$ cat src/rtl/hazard_ctrl.sv
// rtl/hazard_ctrl.sv - pipeline hazard controller: load-use stall, branch flush, fetch stall, data-memory freeze/timeout
//
// Ports:
//   clk, rst_n                   clock, asynchronous active-low reset
//   ifidRs1/ifidRs2              ID-stage source registers, qualified by ifidUsesRs1/ifidUsesRs2
//   idexRd, idexMemRead          EX-stage destination register and load flag
//   exBranchTaken                branch/jump resolved taken in EX
//   exmemMemReq, dmemReady       MEM-stage access pending / data memory completes this cycle
//   imemReady                    instruction fetch completes this cycle
//   pcWrite..exmemWrite          pipeline register enables
//   ifidFlush..memwbFlush        bubble insertion per pipeline register
//   memErr                       sticky data-memory timeout flag
//   stallCount                   saturating count of PC-stall cycles
//   ctrlState                    FSM state (RUN=0, MEM_WAIT=1, ERROR=2)
module hazard_ctrl #(
    parameter int RF_ADDR_WIDTH = 5,
    parameter int MEM_TIMEOUT   = 16
) (
    input  logic                     clk,
    input  logic                     rst_n,
    input  logic [RF_ADDR_WIDTH-1:0] ifidRs1,
    input  logic [RF_ADDR_WIDTH-1:0] ifidRs2,
    input  logic                     ifidUsesRs1,
    input  logic                     ifidUsesRs2,
    input  logic [RF_ADDR_WIDTH-1:0] idexRd,
    input  logic                     idexMemRead,
    input  logic                     exBranchTaken,
    input  logic                     exmemMemReq,
    input  logic                     dmemReady,
    input  logic                     imemReady,
    output logic                     pcWrite,
    output logic                     ifidWrite,
    output logic                     idexWrite,
    output logic                     exmemWrite,
    output logic                     ifidFlush,
    output logic                     idexFlush,
    output logic                     memwbFlush,
    output logic                     memErr,
    output logic [31:0]              stallCount,
    output logic [1:0]               ctrlState
);

    typedef enum logic [1:0] {
        ST_RUN      = 2'd0,
        ST_MEM_WAIT = 2'd1,
        ST_ERROR    = 2'd2
    } state_e;

    // waitCnt holds the number of freeze cycles already seen, so the freeze
    // cycle that finds it at MEM_TIMEOUT-1 is the MEM_TIMEOUT-th one.
    localparam logic [7:0] TIMEOUT_LAST = 8'(MEM_TIMEOUT - 1);

    state_e      state_q, state_d;
    logic [7:0]  wait_cnt_q, wait_cnt_d;
    logic [31:0] stall_count_q, stall_count_d;

    logic freeze;
    logic load_use;

    always_comb begin
        freeze   = exmemMemReq && !dmemReady;
        load_use = idexMemRead && (idexRd != '0) &&
                   ((ifidUsesRs1 && (idexRd == ifidRs1)) ||
                    (ifidUsesRs2 && (idexRd == ifidRs2)));
    end

    always_comb begin
        state_d    = state_q;
        wait_cnt_d = wait_cnt_q;
        pcWrite    = 1'b1;
        ifidWrite  = 1'b1;
        idexWrite  = 1'b1;
        exmemWrite = 1'b1;
        ifidFlush  = 1'b0;
        idexFlush  = 1'b0;
        memwbFlush = 1'b0;
        memErr     = 1'b0;

        case (state_q)
            ST_ERROR: begin
                // Pipeline is frozen with MEM/WB bubbled until reset.
                pcWrite    = 1'b0;
                ifidWrite  = 1'b0;
                idexWrite  = 1'b0;
                exmemWrite = 1'b0;
                memwbFlush = 1'b1;
                memErr     = 1'b1;
            end
            default: begin
                if (freeze) begin
                    // Freeze wins over everything, including a held branch.
                    pcWrite    = 1'b0;
                    ifidWrite  = 1'b0;
                    idexWrite  = 1'b0;
                    exmemWrite = 1'b0;
                    memwbFlush = 1'b1;
                    wait_cnt_d = wait_cnt_q + 8'd1;
                    state_d    = (wait_cnt_q == TIMEOUT_LAST) ? ST_ERROR : ST_MEM_WAIT;
                end else begin
                    wait_cnt_d = 8'd0;
                    state_d    = ST_RUN;
                    if (exBranchTaken) begin
                        ifidFlush = 1'b1;
                        idexFlush = 1'b1;
                    end else if (load_use) begin
                        // Hold PC and IF/ID one cycle; bubble into ID/EX.
                        pcWrite   = 1'b0;
                        ifidWrite = 1'b0;
                        idexFlush = 1'b1;
                    end else if (!imemReady) begin
                        pcWrite   = 1'b0;
                        ifidFlush = 1'b1;
                    end
                end
            end
        endcase
    end

    always_comb begin
        stall_count_d = stall_count_q;
        if (!pcWrite && (state_q != ST_ERROR) && (stall_count_q != 32'hFFFF_FFFF)) begin
            stall_count_d = stall_count_q + 32'd1;
        end
    end

    always_ff @(posedge clk or negedge rst_n) begin
        if (!rst_n) begin
            state_q       <= ST_RUN;
            wait_cnt_q    <= 8'd0;
            stall_count_q <= 32'd0;
        end else begin
            state_q       <= state_d;
            wait_cnt_q    <= wait_cnt_d;
            stall_count_q <= stall_count_d;
        end
    end

    assign stallCount = stall_count_q;
    assign ctrlState  = state_q;

endmodule
$ cat config.mk
export PLATFORM = sky130hd
export DESIGN_NAME = hazard_ctrl
export DESIGN_NICKNAME = d
export VERILOG_FILES = /design/src/rtl/hazard_ctrl.sv
export SDC_FILE = /design/constraint.sdc
export NUM_CORES = 1
export LEC_CHECK = 0
export BUFFER_PORTS_ARGS = -buffer_cell sky130_fd_sc_hd__buf_2
export CAP_MARGIN = 20
export CORE_AREA = 2 2 80 82
export CTS_BUF_LIST = sky130_fd_sc_hd__clkbuf_4
export CTS_CLUSTER_SIZE = 12
export DETAILED_ROUTE_END_ITERATION = 10
export DIE_AREA = 0 0 82 84
export PLACE_DENSITY_LB_ADDON = 0.25
export SETUP_SLACK_MARGIN = 0.15
export SLEW_MARGIN = 20
export SYNTH_ARGS = -nofsm -noshare
export SYNTH_HDL_FRONTEND = slang
export SYNTH_SLANG_ARGS = --single-unit
$ cat constraint.sdc
create_clock -name clk -period 2.3 [get_ports clk]
set_input_delay 0.46 -clock clk [delete_from_list [all_inputs] [get_ports clk]]
set_output_delay 0.46 -clock clk [all_outputs]
set_load 0.01 [all_outputs]
==> out/qor.yml <==
placement:
  port_buffers: 65
  dp_hpwl_mm: 3.903
  pre_cts_slack_ns: 0.02070
  gp_congestion: 0.7461
  post-place-cells: 374
  placed_area_sq_um: 2789
cells_and_area:
  drive_gt1_share_pct: 35.60
  utilization_pct: 48.17
  final_cell_mix: "buf_2, dfrtp_1, xnor2_1, nand2_1, nand4_1"
  n_antenna_cell: 0
  final_cell_area_sq_um: 2937
  nets: 334
  final_common_cell: "buf_2"
  stdcell_count: 386
  area_growth_pct: 25.98
clocking:
  ctsHtreeMaxLevel: 2
  cts_tree: "built"
  cts.sinks: 42
  ctsLongestPathBuffers: 2
  cts_buffers: 5
  path_clk_slew_ns: 0.12
  holdBufCountCts: 0
  clock_latency_ns: 0.36
  cts-root-buf: "clkbuf_4"
floorplan:
  io_pins: 66
  die_w_microns: 82
  die_area_sq_um: 6888
  core_area_sq_um: 6096
  rows: 29
  fp.dieH_microns: 84
  start_util_pct: 38.24
sta:
  final_max_slew_viol_count: 0
  slew_headroom_pct: 64.31
  period_share_pct: 95.72
  fin_ws_ns: 0.09836
  worst_pin_slew_ns: 0.5353
  fin_skew_ns: 0.007073
  max_clock_freq_mhz: 454.2
  holdWs_ns: 0.1451
  finalSetupViolCount: 0
  rsz0062_at_grt: "yes"
  fin_tns_setup_ns: 0
  hold_violations: 0
  fin_crit_ns: 2.202
run_status:
  status: "finished, final reports clean"
setup_path:
  worst-setup-path-type: "in -> out"
  reg2reg_depth: 6
  endpoint_kind: "primary output"
  worst-endpoint-required_ns: 1.84
  cp_max_fo: 4
  worst_setup_path_start_kind: "input pin"
  cp.arrival_ns: 1.74
drt:
  drt-total-wl_mm: 5.273
  viasPerCell: 5.117
  final_antenna_net_count: 0
  drc: 0
  drt_iter0_markers: 50
  wl_per_cell_microns: 13.66
  detail_route.first_pass.iterations: 4
  vias: 1975
logic_synthesis:
  netlist_area_sq_um: 2331
  yosysWarnings: 0
  seq_area_frac_synth_pct: 45.09
  ys_ff_latch: 42
  synth-main-ff-cell: "dfrtp_1"
  syn_area_per_cell_sq_um: 10.18
  ys_types: 44
  synth_nets: 255
  synth_edf_count: 0
  syn_inst: 229
  async_reset_ff_share_pct: 100.0
power_and_ir_drop:
  p_leak_nw: 1.431
  fin_total_pwr_mw: 1.198
  vdd_drop_max_mv: 0.2221
  p_per_area_nw_per_um2: 408.1
job:
  maxCapViolCount: 0
grt:
  antenna_found_initial: 0
  grt_pass1_vias: 1925
  grt_usage_pct: 16.26
  grt_pass1_wl_mm: 8.769
  grt_overflow: 0
  grt_max_degree: 43
min_path:
  min-delay-path-class: "in -> async"
[routing by layer]
layer	up-vias	global-route usage, %	part of all wire (%)
li1	985	-	-
met1	953	21.83	44
met2	29	25.79	51
met3	8	3.680	3.6
met4	0	5.000	1.5
met5	-	0	0
[final timing paths]
path                          startpoint        endpoint  slack, ns
setup / recovery               idexRd[1]       ifidFlush        0.1
hold / removal                     rst_n   stallCount[5]       0.15
setup reg to reg           stallCount[1]  stallCount[22]       0.24
hold reg to reg            wait_cnt_q[7]   wait_cnt_q[7]       0.49
max in group asynchronous          rst_n    ctrlState[0]       1.78
min in group clk               dmemReady   wait_cnt_q[0]       0.42
[cell families after synthesis]
family	after synthesis	synth area share, %
AO/OA/AOI/OAI	26	7.247
XOR/XNOR	38	14.28
adder cells (fa/ha/maj)	2	1.073
buffers and inverters	12	3.166
flip-flops	42	45.09
multiplexers	5	2.362
AND/OR/NAND/NOR	104	26.79
[report_power, final]
group          internal [mW]  switching [mW]
Combinational         0.0475          0.0474
Sequential             0.738               0
Clock                  0.127           0.238
[layout make-up]
class | count | area [sq um]
inverters | 4 | 15.01
clock buffers | 6 | 45.04
repair buffers | 80 | 462.9
flip-flops and latches | 42 | 1051
multi-input cells | 175 | 1257
fillers | 605 | 3159
clock inverters | 2 | 8.758
well taps | 77 | 96.34
[worst max-delay path, stage by stage]
cell and delay, ns:
buf_6 0.09, or4_4 0.54, o21ai_4 0.14, nand2b_4 0.18, nand2b_4 0.06, a21oi_2 0.13, buf_2 0.14
[flip-flops by register name (all words and copies together) (netlist names)]
name / count
ctrlState: 2
wait_cnt_q: 8
stallCount: 32
[timing repair]
| item | 4_1_cts | 5_1_grt |
|---|---|---|
| endpoints found under the setup margin | 4 | 6 |
| setup buffers | 3 | 1 |
| pin swaps | 5 | 7 |
| resized for setup | 4 | 6 |
[synth_stat cells (all sizes together), types with 5 or more instances]
cell,number,share of area (%)
xor2,5,1.9
buf,5,2.0
xnor2,33,12
nand4,18,4.8
nand2,23,3.7
nand3,12,3.2
nand2b,6,1.6
and3,13,3.5
nor2,10,1.6
dfrtp,42,45
o21ai,15,3.4
Note: power is estimated with default switching activity, not from simulation.
